`config.mk`:
```
export PLATFORM = sky130hd
export DESIGN_NAME = pipe_arith_hs
export DESIGN_NICKNAME = d
export VERILOG_FILES = /design/src/rtl/pipe_arith_hs.sv
export SDC_FILE = /design/constraint.sdc
export NUM_CORES = 1
export LEC_CHECK = 0
export BUFFER_PORTS_ARGS = -buffer_cell sky130_fd_sc_hd__buf_2
export CAP_MARGIN = 20
export CORE_MARGIN = 5
export CORE_UTILIZATION = 40
export CTS_BUF_LIST = sky130_fd_sc_hd__clkbuf_4
export CTS_CLUSTER_DIAMETER = 30
export DETAILED_ROUTE_END_ITERATION = 10
export PLACE_DENSITY_LB_ADDON = 0.25
export SYNTH_ARGS = -nofsm -noshare
export SYNTH_HDL_FRONTEND = slang
export SYNTH_SLANG_ARGS = --single-unit
```
`constraint.sdc`:
```
create_clock -name clk -period 8.3 [get_ports clk]
set_input_delay 0.83 -clock clk [delete_from_list [all_inputs] [get_ports clk]]
set_output_delay 0.83 -clock clk [all_outputs]
set_load 0.02 [all_outputs]
```
`src/rtl/pipe_arith_hs.sv`:
```
// Three-stage pipeline computing f = ((a+b) + (c op d)) * d, modulo 2^N.
// Valid/ready flow control with bubble collapsing, occupancy and done count.
module pipe_arith_hs #(
  parameter int N     = 10,
  parameter int CNT_W = 16
) (
  input  logic             clk,
  input  logic             rst_n,
  input  logic             in_valid,
  output logic             in_ready,
  input  logic [N-1:0]     a,
  input  logic [N-1:0]     b,
  input  logic [N-1:0]     c,
  input  logic [N-1:0]     d,
  input  logic             mode,
  output logic             out_valid,
  input  logic             out_ready,
  output logic [N-1:0]     f,
  output logic [1:0]       occ,
  output logic [CNT_W-1:0] done_cnt
);

  logic             v1, v2, v3;
  logic             nv1, nv2, nv3;
  logic             r1, r2, r3, r4;
  logic [N-1:0]     x1, x2, d1;
  logic [N-1:0]     x3, d2;
  logic [N-1:0]     f_q;
  logic [1:0]       occ_q;
  logic [CNT_W-1:0] cnt_q;

  // An empty stage always accepts, so bubbles collapse under a stall.
  assign r4 = out_ready;
  assign r3 = !v3 || r4;
  assign r2 = !v2 || r3;
  assign r1 = !v1 || r2;

  assign nv1 = r1 ? in_valid : v1;
  assign nv2 = r2 ? v1 : v2;
  assign nv3 = r3 ? v2 : v3;

  assign in_ready  = r1;
  assign out_valid = v3;
  assign f         = f_q;
  assign occ       = occ_q;
  assign done_cnt  = cnt_q;

  always_ff @(posedge clk or negedge rst_n) begin
    if (!rst_n) begin
      v1 <= 1'b0;
      v2 <= 1'b0;
      v3 <= 1'b0;
    end else begin
      v1 <= nv1;
      v2 <= nv2;
      v3 <= nv3;
    end
  end

  always_ff @(posedge clk or negedge rst_n) begin
    if (!rst_n) begin
      x1 <= '0;
      x2 <= '0;
      d1 <= '0;
    end else if (r1) begin
      x1 <= a + b;
      x2 <= mode ? c + d : c - d;
      d1 <= d;
    end
  end

  always_ff @(posedge clk or negedge rst_n) begin
    if (!rst_n) begin
      x3 <= '0;
      d2 <= '0;
    end else if (r2) begin
      x3 <= x1 + x2;
      d2 <= d1;
    end
  end

  always_ff @(posedge clk or negedge rst_n) begin
    if (!rst_n) begin
      f_q <= '0;
    end else if (r3) begin
      f_q <= x3 * d2;
    end
  end

  // occ tracks the valid bits being loaded this edge.
  always_ff @(posedge clk or negedge rst_n) begin
    if (!rst_n) begin
      occ_q <= 2'd0;
    end else begin
      occ_q <= {1'b0, nv1} + {1'b0, nv2} + {1'b0, nv3};
    end
  end

  always_ff @(posedge clk or negedge rst_n) begin
    if (!rst_n) begin
      cnt_q <= '0;
    end else if (v3 && out_ready) begin
      cnt_q <= cnt_q + 1'b1;
    end
  end

endmodule

```
==> metrics.md <==
| Metric | Value |
|---|---|
| Endpoints failing setup | 0 |
| Syn_area_per_cell | 9.03 um2 |
| Reg clk slew, reported paths | 0.13 ns |
| Worst Setup Start Kind | register |
| Post-CTS Resized | 0 |
| NumNets Final | 824 |
| Clock Latency Late Sink | 0.43 ns |
| Max Slew Vio Count | 0 |
| Clock sinks | 81 |
| CTS HTree Levels | 3 |
| Die area | 16800 um2 |
| Met1 usage | 18.9% |
| Crit share post-route | 52.8% |
| Run status | finished clean |
| Largest net degree at the start of global routing | 82 |
| Worst Max-Slew Pin Slew | 0.676 ns |
| Drt pass-1 iters | 4 |
| DRC violations left | 0 |
| RePlAce Congestion | 0.904 |
| Worst EP arrival | 4.72 ns |
| Post-synth top flop | dfrtp_1 |
| Gate Count Post-Synth | 633 |
| Internal power | 1.34 mW |
| I/O pins | 75 |
| GR Overflow Total | 0 |
| Final Hold Slack | 0.214 ns |
| Syn Nets | 757 |
| CP Max Fanout | 8 |
| CTS Buf Count | 9 |
| Synth top cells by count | 141 x nand2_1, 81 x dfrtp_1, 53 x ha_1 |
| Clk root buf | clkbuf_4 |
| Slew headroom | 54.9% |
| Cell area after synthesis | 5710 um2 |
| Ys async rst share | 100% |
| Min Tclk post-route | 4.38 ns |
| Total track usage | 14.7% |
| RSZ-0062 raised after global routing | no |
| Vias in the first global route | 4335 |
| Crit Path Category | reg -> reg |
| Switching part of the total | 44.5% |
| Top cell type by total area after synthesis | dfrtp_1 |
| Fmax | 228 MHz |
| Post-CTS Setup Bufs | 0 |
| FF+latch count, synth | 81 |
| TNS Setup | 0 ns |
| Area of the core | 13900 um2 |
| Final ANT Viol Nets | 0 |
| Hold Buf Count CTS | 0 |
| P_leak | 3.24 nW |
| Global Route met3 Usage | 3.26% |
| Library cells used by synthesis | 45 |
| Initial antenna violation count | 0 |
| Power Dens Cells | 379 nW/um2 |
| R2R Setup Slk | 3.92 ns |
| Clk_skew | 0.0141 ns |
| Syn. warnings | 0 |
| Std-Cell Rows | 43 |
| R2r startpoint | d2[3] |
| WP data required | 8.64 ns |
| Layout area overhead | 11.8% |
| Post-synth EDFFs | 0 |
| Count leader, synth | nand2_1 |
| CTS tree | built |
| Final hold vios | 0 |
| Clock Path Buffers | 2 |
| Switching power total | 1.08 mW |
| Drt via density | 4.75 |
| Max IR drop VDD | 0.324 mV |
| Sequential power share | 25.6% |
| Clk pwr share | 9.3% |
| Die H | 130 um |
| Wire per inst | 12.9 um |
| Starting Density | 41.0% |
| Drt total wl | 11400 um |
| Comb pwr share | 65.1% |
| Post-DP HPWL | 9190 um |
| Post-synth top area share | 35.5% |
| Crit path from | d2[3] |
| Met2 Use GR | 24.6% |
| ANT cells | 0 |
| Register area share after synthesis | 35.5% |
| Max Cap Viol | 0 |
| Initial drt markers | 150 |
| HP Class | in -> async |
| Synth top area cells | dfrtp_1 35%, ha_1 12%, nand2_1 9.3% |
| Via count | 4200 |
| Most used routing layer | met2 |
| Layout cells sized above 1 | 14.9% |
| Die width | 130 um |
| CP endpoint kind | register |
| Port buffer count | 74 |
| Global-route wire length before repair | 20000 um |
## power by group through the flow
stage | clock [mW] | sequential [mW] | combinational [mW]
4_1_cts | 0.235 | 0.622 | 1.61
6_report | 0.225 | 0.620 | 1.58
5_1_grt | 0.255 | 0.638 | 1.81
3_5_place_dp | 0 | 0.630 | 1.60
2_1_floorplan | 0 | 0.630 | 1.28
3_3_place_gp | 0 | 0.625 | 1.56
## layer usage
layer	wire length [um]	share of wire (%)	up-vias
met5	0	0	-
met4	291	2.5	0
met3	437	3.8	13
met2	5350	47	64
met1	5340	47	1944
li1	-	-	2179
## metrics by stage
| stage | instances | total power [mW] | cell area, um2 | worst slack, ns | utilization [%] |
|---|---|---|---|---|---|
| after CTS | 884 | 2.47 | 6360 | 3.90 | 45.6 |
| after detailed placement | 868 | 2.23 | 6230 | 3.92 | 44.7 |
| after floorplan | 633 | 1.91 | 5710 | 4.09 | - |
| final | 885 | 2.42 | 6390 | 3.92 | 45.8 |
| after global placement | 868 | 2.18 | 6230 | 3.99 | 44.7 |
| after global routing | 885 | 2.71 | 6390 | 3.70 | 45.8 |
## worst max-delay path: stages, from the launching register on
cell and delay [ns]:
dfrtp_1 0.49, nand2_1 0.12, fa_1 0.55, inv_1 0.06
fa_1 0.49, inv_1 0.05, fa_1 0.48, inv_1 0.06
fa_1 0.52, inv_1 0.05, fa_1 0.43, xnor2_1 0.15
xnor2_1 0.19, xnor2_1 0.15, xnor2_1 0.15, xnor2_1 0.15
xnor2_1 0.14, o21ai_1 0.07
## kinds of logic (layout without fill, tap and decap cells)
kind of cell               after synthesis  after routing  share of synthesized area [%]
buffers and inverters                   74            146                           5.17
DFF                                     81             81                           35.5
AOI/OAI and AO/OA                       90             90                           9.48
xor gates and xnor gates                67             67                           10.4
adders and majority gates               79             79                           20.7
muxes                                    2              2                          0.394
and+or+nand+nor                        240            240                           18.4
## sequential cells by signal, indices dropped and copies added, names as in the netlist
| register | flops |
|---|---|
| x2 | 10 |
| x3 | 10 |
| done_cnt | 16 |
| d1 | 10 |
| x1 | 10 |
| v1 | 1 |
| f | 10 |
| d2 | 10 |
| out_valid | 1 |
| v2 | 1 |
| occ | 2 |
## final timing paths
| check | endpoint | cells after the start |
|---|---|---|
| hold reg to reg | done_cnt[15] | 1 |
| setup reg to reg | f[9] | 17 |
| setup / recovery | f[9] | 17 |
| hold / removal | f[6] | 1 |
| min in group clk | done_cnt[15] | 1 |
| max in group asynchronous | x2[0] | 2 |
## placed cells by master, fill, tap and decap left out, types with 2 or more instances in the layout
| cell type | synthesis | final |
|---|---|---|
| clkinv_2 | 0 | 3 |
| o31ai_1 | 5 | 5 |
| clkinv_1 | 0 | 2 |
| a211oi_1 | 2 | 2 |
| a21oi_2 | 2 | 2 |
| or3_1 | 2 | 2 |
| dfrtp_1 | 81 | 81 |
| nand2_1 | 141 | 141 |
| o21ai_0 | 25 | 25 |
| a21o_1 | 9 | 9 |
| mux2_2 | 2 | 2 |
| xor2_1 | 24 | 24 |
| xnor2_1 | 42 | 42 |
| o21a_1 | 4 | 4 |
| o21bai_1 | 3 | 3 |
| and2_2 | 2 | 2 |
| nand3_1 | 6 | 6 |
| fa_1 | 26 | 26 |
| nor2b_1 | 4 | 4 |
| nor3_1 | 4 | 4 |
| nand4_1 | 3 | 3 |
| and3_1 | 5 | 5 |
| inv_1 | 52 | 52 |
| o21ai_1 | 4 | 4 |
| ha_1 | 53 | 53 |
| and2_1 | 20 | 20 |
| nor4_1 | 3 | 3 |
| buf_2 | 11 | 73 |
| clkbuf_4 | 0 | 9 |
| nor2_1 | 39 | 39 |
| a21oi_1 | 29 | 29 |
| buf_4 | 1 | 3 |
| nand2b_1 | 6 | 6 |
## layout make-up
cell class,count,area [um2]
fill,1383,7550
multi-input combinational,478,3390
sequential,81,2030
timing repair buffer,77,415
tap,180,225
inverter,53,199
clock buffer,9,67.6
clock inverter,7,61.3
No activity file was read; power rests on OpenSTA's default activity.
